==> src/rtl/alu_result_wb.sv <==
// alu_result_wb: write-back buffer for ALU results.
// A show-ahead FIFO holds {opcode, result, flags} between the ALU and the
// register-file write port. Alongside the FIFO the stage keeps a sticky
// overflow indicator, a one-cycle flag-consistency error pulse and a
// 16-bit count of accepted results.
//
// Handshake: both sides use valid/ready. A transfer happens on a rising
// edge where valid and ready are both 1. valid never depends on ready.
// in_ready is 1 whenever the FIFO is not full. When the FIFO is full,
// in_ready is 0 even if out_ready pops an entry in the same cycle, so
// there is no pop-through. out_valid is 1 whenever the FIFO holds at least
// one entry. The head entry is driven on out_* and stays stable until it
// is popped.
module alu_result_wb #(
    parameter int WIDTH = 64,
    parameter int DEPTH = 4
) (
    input  logic             clk,
    input  logic             rst_n,
    input  logic             in_valid,
    output logic             in_ready,
    input  logic [3:0]       in_opcode,
    input  logic [WIDTH-1:0] in_result,
    input  logic [3:0]       in_flags,
    output logic             out_valid,
    input  logic             out_ready,
    output logic [3:0]       out_opcode,
    output logic [WIDTH-1:0] out_result,
    output logic [3:0]       out_flags,
    input  logic             clr_sticky,
    output logic             sticky_ovf,
    output logic             flag_err,
    output logic [15:0]      acc_count
);

    localparam int AW = (DEPTH > 1) ? $clog2(DEPTH) : 1;

    // Flag bit positions within {carry, zero, overflow, sign}.
    localparam int F_ZERO = 2;
    localparam int F_OVF  = 1;
    localparam int F_SIGN = 0;

    logic [AW-1:0]    wr_ptr;
    logic [AW-1:0]    rd_ptr;
    logic [AW:0]      count;
    logic [3:0]       opc_mem [DEPTH];
    logic [WIDTH-1:0] res_mem [DEPTH];
    logic [3:0]       flg_mem [DEPTH];

    logic             accept;
    logic             pop;
    logic             flags_bad;

    // Handshake qualifiers and the flag-consistency test on the incoming result.
    always_comb begin
        in_ready  = (count < (AW + 1)'(DEPTH));
        out_valid = (count != '0);
        accept    = in_valid && in_ready;
        pop       = out_valid && out_ready;
        flags_bad = (in_flags[F_ZERO] != (in_result == '0)) ||
                    (in_flags[F_SIGN] != in_result[WIDTH-1]);
    end

    // Show-ahead head. Storage resets to zero, so out_* reads zero after reset.
    always_comb begin
        out_opcode = opc_mem[rd_ptr];
        out_result = res_mem[rd_ptr];
        out_flags  = flg_mem[rd_ptr];
    end

    // Write side: store an accepted entry and advance the write pointer with wrap.
    always_ff @(posedge clk or negedge rst_n) begin
        if (!rst_n) begin
            wr_ptr <= '0;
            for (int i = 0; i < DEPTH; i++) begin
                opc_mem[i] <= '0;
                res_mem[i] <= '0;
                flg_mem[i] <= '0;
            end
        end else if (accept) begin
            opc_mem[wr_ptr] <= in_opcode;
            res_mem[wr_ptr] <= in_result;
            flg_mem[wr_ptr] <= in_flags;
            if (wr_ptr == AW'(DEPTH - 1)) begin
                wr_ptr <= '0;
            end else begin
                wr_ptr <= wr_ptr + 1'b1;
            end
        end
    end

    // Read side: advance the read pointer with wrap when the head is consumed.
    always_ff @(posedge clk or negedge rst_n) begin
        if (!rst_n) begin
            rd_ptr <= '0;
        end else if (pop) begin
            if (rd_ptr == AW'(DEPTH - 1)) begin
                rd_ptr <= '0;
            end else begin
                rd_ptr <= rd_ptr + 1'b1;
            end
        end
    end

    // Occupancy. An accept and a pop in the same cycle leave it unchanged.
    always_ff @(posedge clk or negedge rst_n) begin
        if (!rst_n) begin
            count <= '0;
        end else if (accept && !pop) begin
            count <= count + 1'b1;
        end else if (pop && !accept) begin
            count <= count - 1'b1;
        end
    end

    // Sticky overflow. An overflow accept wins over a simultaneous clear.
    always_ff @(posedge clk or negedge rst_n) begin
        if (!rst_n) begin
            sticky_ovf <= 1'b0;
        end else if (accept && in_flags[F_OVF]) begin
            sticky_ovf <= 1'b1;
        end else if (clr_sticky) begin
            sticky_ovf <= 1'b0;
        end
    end

    // Flag-consistency pulse in the cycle after an inconsistent accept. All opcodes are checked.
    always_ff @(posedge clk or negedge rst_n) begin
        if (!rst_n) begin
            flag_err <= 1'b0;
        end else begin
            flag_err <= accept && flags_bad;
        end
    end

    // Accepted-result counter. It wraps naturally at 16 bits.
    always_ff @(posedge clk or negedge rst_n) begin
        if (!rst_n) begin
            acc_count <= '0;
        end else if (accept) begin
            acc_count <= acc_count + 16'd1;
        end
    end

endmodule

==> config.mk <==
export PLATFORM = sky130hd
export DESIGN_NAME = alu_result_wb
export DESIGN_NICKNAME = d
export VERILOG_FILES = /design/src/rtl/alu_result_wb.sv
export SDC_FILE = /design/constraint.sdc
export NUM_CORES = 1
export LEC_CHECK = 0
export BUFFER_PORTS_ARGS = -buffer_cell sky130_fd_sc_hd__clkbuf_2
export CORE_MARGIN = 2
export CORE_UTILIZATION = 40
export CTS_BUF_LIST = sky130_fd_sc_hd__clkbuf_8
export CTS_CLUSTER_SIZE = 14
export DETAILED_ROUTE_END_ITERATION = 10
export SETUP_SLACK_MARGIN = 0.4
export SYNTH_ARGS = -nofsm -noshare
export SYNTH_HDL_FRONTEND = slang
export SYNTH_SLANG_ARGS = --single-unit
==> constraint.sdc <==
create_clock -name clk -period 2.9 [get_ports clk]
set_clock_uncertainty 0.1 [all_clocks]
set_input_delay 0.29 -clock clk [delete_from_list [all_inputs] [get_ports clk]]
set_output_delay 0.29 -clock clk [all_outputs]
set_load 0.02 [all_outputs]
==> results of run 1 <==
## placed cells by master, fill, tap and decap left out, drive strengths merged
cell type	n
a21oi	1
fa	1
xnor2	14
nand3	8
inv	28
nor2	5
dlygate4sd3	78
or3	2
mux2	290
ha	7
nand2	15
nand4	7
and3	3
dfrtp	313
xor2	6
clkinv	4
mux4	72
nor3	2
clkbuf	204
buf	62
nor4	17
o21ai	3
a21o	1
## area by class of cell
| type | count | area, µm² | share of cell area (%) |
|---|---|---|---|
| repair buffers | 273 | 2110 | 12.3 |
| clock buffers | 71 | 977 | 5.67 |
| inverters | 6 | 22.5 | 0.131 |
| well taps | 448 | 561 | 3.25 |
| clock inverters | 26 | 103 | 0.595 |
| multi-input cells | 454 | 5620 | 32.6 |
| flip-flops and latches | 313 | 7840 | 45.5 |
## registers in the layout, summed over array words and instances, names as in the netlist
signal,cells
res_mem,256
acc_count,16
flg_mem,16
opc_mem,16
count,3
rd_ptr,2
wr_ptr,2
flag_err,1
sticky_ovf,1
## metrics by stage
stage | worst slack (ns) | cells | util, % | hold WS (ns) | instance area, µm²
finish | 0.392 | 1591 | 51.4 | 0.0963 | 17200
detailed placement | 0.617 | 1409 | 45.1 | 0.151 | 15100
global placement | 0.651 | 1409 | 45.1 | 0.151 | 15100
floorplan | 0.689 | 818 | - | -0.106 | 13600
CTS | 0.312 | 1585 | 50.7 | 0.0817 | 17000
global route | 0.304 | 1591 | 51.4 | 0.118 | 17200
## cells by family after synthesis
kind of cell / after synthesis / synth area share, %
flip-flops: 313 / 57.5
XOR/XNOR: 20 / 1.29
AND/OR/NAND/NOR: 59 / 2.63
multiplexers: 362 / 35.9
AO/OA/AOI/OAI: 5 / 0.202
buffers and inverters: 51 / 1.75
adder cells (fa/ha/maj): 8 / 0.790
## metal layers
metal  vias to the layer above  share of wire, %  global-route usage, %
met5                         -                 0                      0
met2                       177                49                   29.9
li1                       3639                 -                      -
met4                         0               1.5                   5.08
met3                        39               5.0                   4.28
met1                      4283                45                   25.2
## report_power, final
| group | internal (µW) | total [µW] | switching, µW |
|---|---|---|---|
| combinational | 4750 | 8950 | 4200 |
| sequential | 6500 | 7540 | 1040 |
| clock | 2170 | 3940 | 1770 |
## final timing paths
kind,startpoint,endpoint,slack (ns)
max in group asynchronous,rst_n,res_mem[27],1.73
min in group clk,acc_count[15],acc_count[15],0.38
worst max register to register,count[2],count[2],0.60
worst min-delay path,rst_n,res_mem[177],0.1
worst max-delay path,rd_ptr[0],out_result[10],0.39
worst min register to register,acc_count[15],acc_count[15],0.38
## repair_timing
item                                    CTS  global route
resized for setup                         1            68
buffers inserted                          1             3
hold buffers                             78             0
endpoints found under the setup margin   72            72
pin swaps                                 0             1
gates cloned                              0             3
endpoints found under the hold margin   508             0
==> summary.md, run 1 <==
| Metric | Value |
|---|---|
| Run status | finished clean |
| Post-synth top area cell | dfrtp_1 |
| DR WL/cell | about 20 µm |
| Largest cells by area after synthesis | dfrtp_1, mux2_2, mux4_2, buf_2, xnor2_1 |
| Crit Path Category | reg2out |
| Ant diodes | 0 |
| Net Count, Synth | 903 |
| Cell count along the critical path | 4 |
| Cell Chain, Critical Path | buf_12 > clkbuf_16 > mux4_2 > buf_2 |
| Setup tns final | 0 ns |
| Routed vias/inst | slightly above 5 |
| Die ar. | 35,600 µm² |
| Pwr Density | between 1000 and 1500 nW/µm² |
| Top cell type's share of synthesized area | a little under three fifths |
| Chip height | 189 µm |
| Cts bufs inserted | 55 |
| Post-route clock period utilization | 86.5% |
| Ys flop type | dfrtp_1 |
| Pleak | between 0.007 and 0.008 µW |
| Syn avg cell area | 16.7 µm² |
| DRT antenna net count | 0 |
| Global placer's final weighted congestion | ~0.74 |
| Critical path required time | between 2 and 3 ns |
| CP max FO | 9 |
| Drt drc | 0 |
| Initial Util | between 40 and 50% |
| Worst EP arrival | 2.12 ns |
| Critical path endpoint category | primary output |
| Share of cells above drive strength 1 | 57.0% |
| Startpoint Class | register |
| Wirelength, routed | 32,200 µm |
| Reg2reg path depth | 9 |
| Hpwl dp | a little under 20,000 µm |
| # fillers | ~2,900 |
| Post-synth cell types | 27 |
| Worst VDD drop | 0.575 mV |
| H-tree levels | 2 |
| EDFF count, synth | 0 |
| Peak Freq | ~0.40 GHz |
| Count leader, synth | dfrtp_1 |
| Gate Count Post-Synth | 818 |
| Rel. slew slack | between 40% and 50% |
| FFs w/ async S/R, synth | 100% |
| Seq cells post-synth | roughly 310 |
| Seq/Total Area, Yosys | between 50% and 60% |
| Vias in the first global route | 8,774 |
| Worst min path class | in2async |
| Top post-synthesis cells by count | dfrtp_1, mux2_2, mux4_2 |
| Clock Latency Late Sink | 0.61 ns |
| Slowest cell on the critical path | mux4_2 |
| Worst-Margin Slew | between 0.7 and 0.8 ns |
| CTS tree | done |
| Pin count of the biggest net entering global routing | 93 |
| Final setup fails | 0 |
| Crit path max-delay family | buffers and inverters |
| RSZ-0062 raised after global routing | true |
| # Max-Cap Violations | 0 |
| Root Driver | clkbuf_8 |
| CP bufs+invs | 3 |
| First-pass GRT wire length | slightly above 50,000 µm |
| GR Util All Layers | a little under a fifth |
| Synth warn | 0 |
| Nets@finish | ~1,200 |
| 1st-iter DRT viols | ~340 |
| Reg clk slew, reported paths | 0.06 ns |
| DRT Pass-1 Iters | 4 |
| Via count | just over 8,000 |
| Tmin final | roughly 2.5 ns |
| PnR Total Power | 20,400 µW |
| Slowest stage delay, CP | around 0.5 ns |
| Max Root-Sink Buffers | 3 |
| Max Slew Vio Count | 0 |
| I/O Buffers | between 150 and 200 |
| Site Rows | between 60 and 70 |
| Core region area | 33,500 µm² |
| Final Hold Vio Count | 0 |
| I/O Pins | roughly 170 |
| Clk sinks | 313 |
| Area Growth Syn to Fin | 26.4% |
| Die width | ~190 µm |
| Initial antenna violation count | 0 |
| Grt ovf | 0 |
| Synth Cell Area | between 10,000 and 15,000 µm² |
(Power assumes the default switching activity.)
==> run 2, diff against run 1 <==
CTS_BUF_LIST = sky130_fd_sc_hd__clkbuf_4   (was sky130_fd_sc_hd__clkbuf_8)
==> run 2 against run 1 <==
Against the previous run:
- hold slack improved by 0.20 ns
- highest routed layer unchanged
- global-route usage is 0.30 points higher
- die area unchanged
- largest cell class unchanged
==> summary.md, run 2 (same netlist as run 1, synthesis figures left out) <==
| Metric | Value |
|---|---|
| Pleak | 0.00784 µW (+1.0%) |
| Nets@finish | 1,231 (+3.6%) |
| Vias in the first global route | 9,034 (+3.0%) |
| I/O Buffers | 168 (unchanged) |
| I/O Pins | 169 (unchanged) |
| Worst-Margin Slew | 0.761 ns (-0.0177 ns) |
| 1st-iter DRT viols | 389 (+16%) |
| Tmin final | 2.58 ns (+0.0677 ns) |
| Min Hold Slack | 0.295 ns (+0.198 ns) |
| Initial antenna violation count | 1 (+1) |
| Worst VDD drop | 0.649 mV (+13%) |
| CP max FO | 9 (unchanged) |
| Startpoint Class | register |
| Final setup fails | 0 (unchanged) |
| GR Util All Layers | 18.8% (+0.30 points) |
| Place WS | 0.617 ns (unchanged) |
| Cts bufs inserted | 87 (+58%) |
| Clk sinks | 313 (unchanged) |
| First-pass GRT wire length | 51,800 µm (+1.2%) |
| DRT Pass-1 Iters | 4 (unchanged) |
| Die width | 189 µm (unchanged) |
| HP Start | in_opcode[1] |
| Final Hold Vio Count | 0 (unchanged) |
| Post-route clock period utilization | 88.8% (+2.3 points) |
| Hold Path Sink | opc_mem[13] |
| Multi-input gate area | 5580 µm² (-0.71%) |
| Post-route design area | 17,300 µm² (+0.60%) |
| Max Root-Sink Buffers | 3 (unchanged) |
| DP Area | 15,100 µm² (unchanged) |
| Share of cells above drive strength 1 | 59.2% (+2.3 points) |
| Root Driver | clkbuf_4 |
| Most common cell after layout, fill and taps aside | dfrtp_1 |
| Fin util | 51.7% (+0.31 points) |
| Critical path required time | 2.51 ns (about the same) |
| Worst min path class | in2reg |
| Core region area | 33,500 µm² (unchanged) |
| Sequential Area | 7840 µm² (unchanged) |
| Die ar. | 35,600 µm² (unchanged) |
| H-tree levels | 3 (+1) |
| Pin count of the biggest net entering global routing | 93 (unchanged) |
| Initial Util | 40.6% (unchanged) |
| Clock Latency Late Sink | 0.71 ns (+0.10 ns) |
| Max reg flops | 256 (unchanged) |
| Run status | finished clean |
| DRT antenna net count | 0 (unchanged) |
| Area Growth Syn to Fin | 27.2% |
| # fillers | 2,917 (+0.76%) |
| RR Startpoint | count[2] |
| Worst Slack Setup Final | 0.324 ns (-0.0677 ns) |
| Via count | 8,438 (+3.7%) |
| Reg2reg path depth | 9 (unchanged) |
| Hpwl dp | 19,700 µm (unchanged) |
| Reg2reg setup slack | 0.60 ns (about the same) |
| Largest Register | res_mem |
| RSZ-0062 raised after global routing | true |
| Crit Path Category | reg2out |
| Site Rows | 67 (unchanged) |
| R2R Path End | count[2] |
| Cells on Worst Hold Path | 3 |
| Rel. slew slack | 49.3% (+1.2 points) |
| Most frequent cells in the layout | dfrtp_1, mux2_2, clkbuf_4 |
| Routed vias/inst | 5.10 (-0.38%) |
| # Max-Cap Violations | 0 (unchanged) |
| DR WL/cell | 19.9 µm (-1.9%) |
| Setup tns final | 0 ns (unchanged) |
| Worst EP arrival | 2.19 ns (+0.07 ns) |
| Drt drc | 0 (unchanged) |
| CTS tree | done |
| Max Slew Vio Count | 0 (unchanged) |
| Critical path endpoint category | primary output |
| Global placer's final weighted congestion | 0.744 (unchanged) |
| Chip height | 189 µm (unchanged) |
| Wirelength, routed | 32,900 µm (+2.1%) |
| Reg clk slew, reported paths | 0.06 ns (about the same) |
| Grt ovf | 0 (unchanged) |
| Peak Freq | 0.388 GHz (-2.6%) |
| Pwr Density | 1180 nW/µm² (-0.14%) |
-- run 2: changes by cell type in the layout (fill, tap and decap cells not counted), sizes merged --
cell         before  now
clkinv            4   19
inv              28    9
diode             0    1
buf              62   81
clkbuf          204  252
dlygate4sd3      78   79
-- run 2: power by group --
part / internal, µW / leakage [µW] / switching, µW / total (µW)
Combinational: 4920 / 0.00341 / 4260 / 9180
Sequential: 6500 / 0.00379 / 1030 / 7530
Clock: 2010 / 0.000638 / 1800 / 3810
Total: 13400 / 0.00784 / 7100 / 20500
-- run 2: metal layers --
layer / GRT usage, % / vias up / part of all wire (%)
met3: 4.97 / 43 / 5.4
met5: 0 / - / 0
met1: 25.0 / 4411 / 44
met2: 29.9 / 208 / 49
met4: 6.64 / 0 / 1.8
li1: - / 3776 / -
-- run 2: layout make-up --
class / instances / share of cell area [%]
sequential: 313 / 45.2
timing repair buffer: 284 / 13.2
tap: 448 / 3.23
multi-input combinational: 454 / 32.2
clock inverter: 22 / 0.498
antenna: 1 / 0.0144
clock buffer: 128 / 5.54
inverter: 6 / 0.130
-- run 2: what timing repair did --
action / CTS / global route
gates cloned: 0 / 9
buffers inserted: 1 / 6
resized for setup: 0 / 76
setup endpoints to repair: 72 / 71
hold endpoints to repair: 608 / 0
pin swaps: 0 / 0
hold buffers: 80 / 0
-- run 2: stage by stage --
stage	total power, µW	instances
6_report	20500	1656
5_1_grt	21800	1656
4_1_cts	20200	1640
3_5_place_dp	16200	1409
3_3_place_gp	16000	1409
2_1_floorplan	13500	818
-- run 2: worst max-delay path, stage by stage (launching register included) --
cell and delay [ns]:
dfrtp_4 0.45, buf_12 0.17, clkbuf_16 0.17, mux4_2 0.51, buf_2 0.18
-- run 2: worst max path at each step --
stage,from,slack (ns),cells past startpoint,end
floorplan,count[0],0.69,8,count[2]
global placement,count[2],0.65,6,res_mem[158]
detailed placement,count[2],0.62,9,count[2]
CTS,rd_ptr[0],0.17,3,out_result[62]
global route,rd_ptr[0],0.20,4,out_result[8]
finish,rd_ptr[0],0.32,4,out_result[14]
==> run 3, diff against run 2 <==
CORE_MARGIN = default   (was 2)
==> run 3 against run 2 <==
Against the previous run:
- total power increased by 1.8%
- combinational power is 3.9% higher
- critical endpoint is now out_result[23]
- sequential share of layout area decreased by 0.50 points
- sequential cell count unchanged
- core utilization increased by 0.58 points
- critical path depth up 1
- fmax shrank 2.0%
==> summary.md, run 3 (same netlist as run 1, synthesis figures left out) <==
| Metric | Value |
|---|---|
| Root Driver | clkbuf_4 |
| Post-route clock period utilization | 90.6% (+1.8 points) |
| # fillers | 2,896 (-0.72%) |
| Pleak | 0.00793 µW (+1.2%) |
| Peak Freq | 0.380 GHz (-2.0%) |
| I/O Pins | 169 (unchanged) |
| Max Slew Vio Count | 0 (unchanged) |
| Worst min path class | in2reg |
| Vias in the first global route | 9,287 (+2.8%) |
| Final Hold Vio Count | 0 (unchanged) |
| Worst VDD drop | 0.489 mV (-25%) |
| Crit Path Category | reg2out |
| Most common cell after layout, fill and taps aside | dfrtp_1 |
| Max reg flops | 256 (unchanged) |
| # Max-Cap Violations | 0 (unchanged) |
| Critical path required time | 2.51 ns (about the same) |
| Critical path endpoint category | primary output |
| Wirelength, routed | 33,300 µm (+1.0%) |
| GR Util All Layers | 19.7% (+0.92 points) |
| CTS tree | done |
| Reg clk slew, reported paths | 0.07 ns (about the same) |
| Logic gate share of total power | 45.7% (+1.0 points) |
| DR WL/cell | 20.0 µm (+0.44%) |
| Hpwl dp | 19,500 µm (-1.0%) |
| Clock Latency Late Sink | 0.73 ns (+0.02 ns) |
| HP Start | in_opcode[1] |
| Core region area | 33,500 µm² (unchanged) |
| Grt ovf | 0 (unchanged) |
| H-tree levels | 3 (unchanged) |
| Cts bufs inserted | 85 (-2.3%) |
| Routed vias/inst | 5.10 (+0.18%) |
| Worst-Margin Slew | 0.747 ns (-0.0140 ns) |
| Clk sinks | 313 (unchanged) |
| Switching fraction of total power | 34.4% (-0.22 points) |
| First-pass GRT wire length | 53,300 µm (+3.0%) |
| Drt drc | 0 (unchanged) |
| Rel. slew slack | 50.2% (+0.93 points) |
| RSZ-0062 raised after global routing | true |
| RR Startpoint | count[2] |
| Cell-internal power | 13,700 µW (+2.1%) |
| DRT antenna net count | 0 (unchanged) |
| Clock Power Share | 18.2% (-0.4 points) |
| Most frequent cells in the layout | dfrtp_1, mux2_2, clkbuf_4 |
| Via count | 8,504 (+0.78%) |
| Hold Path Sink | opc_mem[1] |
| Share of cells above drive strength 1 | 59.5% (+0.25 points) |
| DRT Pass-1 Iters | 4 (unchanged) |
| Setup tns final | 0 ns (unchanged) |
| R2R Path End | res_mem[71] |
| Flop pwr share | 36.1% (-0.6 points) |
| I/O Buffers | 168 (unchanged) |
| Final setup fails | 0 (unchanged) |
| Reg2reg setup slack | 0.64 ns (+0.04 ns) |
| Die width | 187 µm (-1.1%) |
| 1st-iter DRT viols | 311 (-20%) |
| Sw Pwr | 7180 µW (+1.1%) |
| Pin count of the biggest net entering global routing | 76 (-18%) |
| Largest Register | res_mem |
| Die ar. | 34,800 µm² (-2.1%) |
| Reg2reg path depth | 6 (-3) |
| Tmin final | 2.63 ns (+0.0528 ns) |
| Multi-input gate area | 5580 µm² (unchanged) |
| Area Growth Syn to Fin | 28.6% |
| Run status | finished clean |
| Startpoint Class | register |
| Sequential Area | 7840 µm² (unchanged) |
| Global placer's final weighted congestion | 0.752 (+1.1%) |
| Site Rows | 67 (unchanged) |
| PnR Total Power | 20,900 µW (+1.8%) |
| Nets@finish | 1,238 (+0.57%) |
| Cells on Worst Hold Path | 3 (unchanged) |
| Initial antenna violation count | 1 (unchanged) |
| Worst EP arrival | 2.24 ns (+0.05 ns) |
| Chip height | 187 µm (-1.1%) |
| Pwr Density | 1190 nW/µm² (+0.67%) |
| Max Root-Sink Buffers | 3 (unchanged) |
| CP max FO | 6 (-3) |
| Initial Util | 40.6% (unchanged) |
run 3: changes by cell type in the layout (fill, tap and decap cells not counted), sizes merged:
cell    delta
clkbuf    +14
bufbuf     +1
clkinv     +3
buf       -10
inv        +2
run 3: worst max-delay path by stage:
stage / cells past startpoint / end / slack [ns] / from
2_1_floorplan: 8 / count[2] / 0.69 / count[0]
3_3_place_gp: 6 / res_mem[72] / 0.72 / count[2]
3_5_place_dp: 6 / res_mem[75] / 0.66 / count[2]
4_1_cts: 4 / out_opcode[1] / 0.18 / rd_ptr[0]
5_1_grt: 5 / out_result[25] / 0.13 / rd_ptr[0]
6_report: 5 / out_result[23] / 0.27 / rd_ptr[0]
run 3: per-layer routing:
layer | up-vias | part of all wire (%) | GRT usage [%]
met5 | - | 0 | 0
met4 | 0 | 2.2 | 7.41
met3 | 58 | 5.0 | 5.21
met2 | 193 | 49 | 31.8
met1 | 4459 | 44 | 25.6
li1 | 3794 | - | -
run 3: per-stage QoR:
stage / util (%) / worst slack (ns) / hold WS [ns] / instances / cell area (µm²)
finish: 52.3 / 0.271 / 0.296 / 1666 / 17500
global route: 52.3 / 0.134 / 0.256 / 1666 / 17500
detailed placement: 45.1 / 0.655 / 0.161 / 1409 / 15100
floorplan: - / 0.689 / -0.106 / 818 / 13600
CTS: 51.8 / 0.176 / 0.207 / 1661 / 17400
global placement: 45.1 / 0.716 / 0.161 / 1409 / 15100
run 3: layout make-up:
cell class	instances	area share, %
repair buffers	293	14.2
flip-flops and latches	313	44.7
diodes	1	0.0143
well taps	448	3.20
multi-input cells	454	31.8
inverters	6	0.128
clock buffers	124	5.31
clock inverters	27	0.614
run 3: power groups by stage:
stage | combinational (µW) | clock [µW] | sequential, µW
floorplan | 6200 | 0 | 7260
global placement | 8170 | 0 | 7750
detailed placement | 8310 | 0 | 7790
CTS | 9370 | 3970 | 7530
global route | 10200 | 4180 | 7810
finish | 9540 | 3800 | 7550
run 3: timing repair:
action / CTS / global route
resized for setup: 27 / 45
gates cloned: 4 / 4
hold buffers: 80 / 0
setup buffers: 17 / 0
setup endpoints to repair: 72 / 72
hold endpoints to repair: 609 / 0
run 3: critical path, cell delays in order (launching register included):
cell and delay [ns]:
dfrtp_4 0.52, buf_6 0.13, buf_12 0.13, buf_16 0.14
mux4_2 0.44, buf_6 0.15
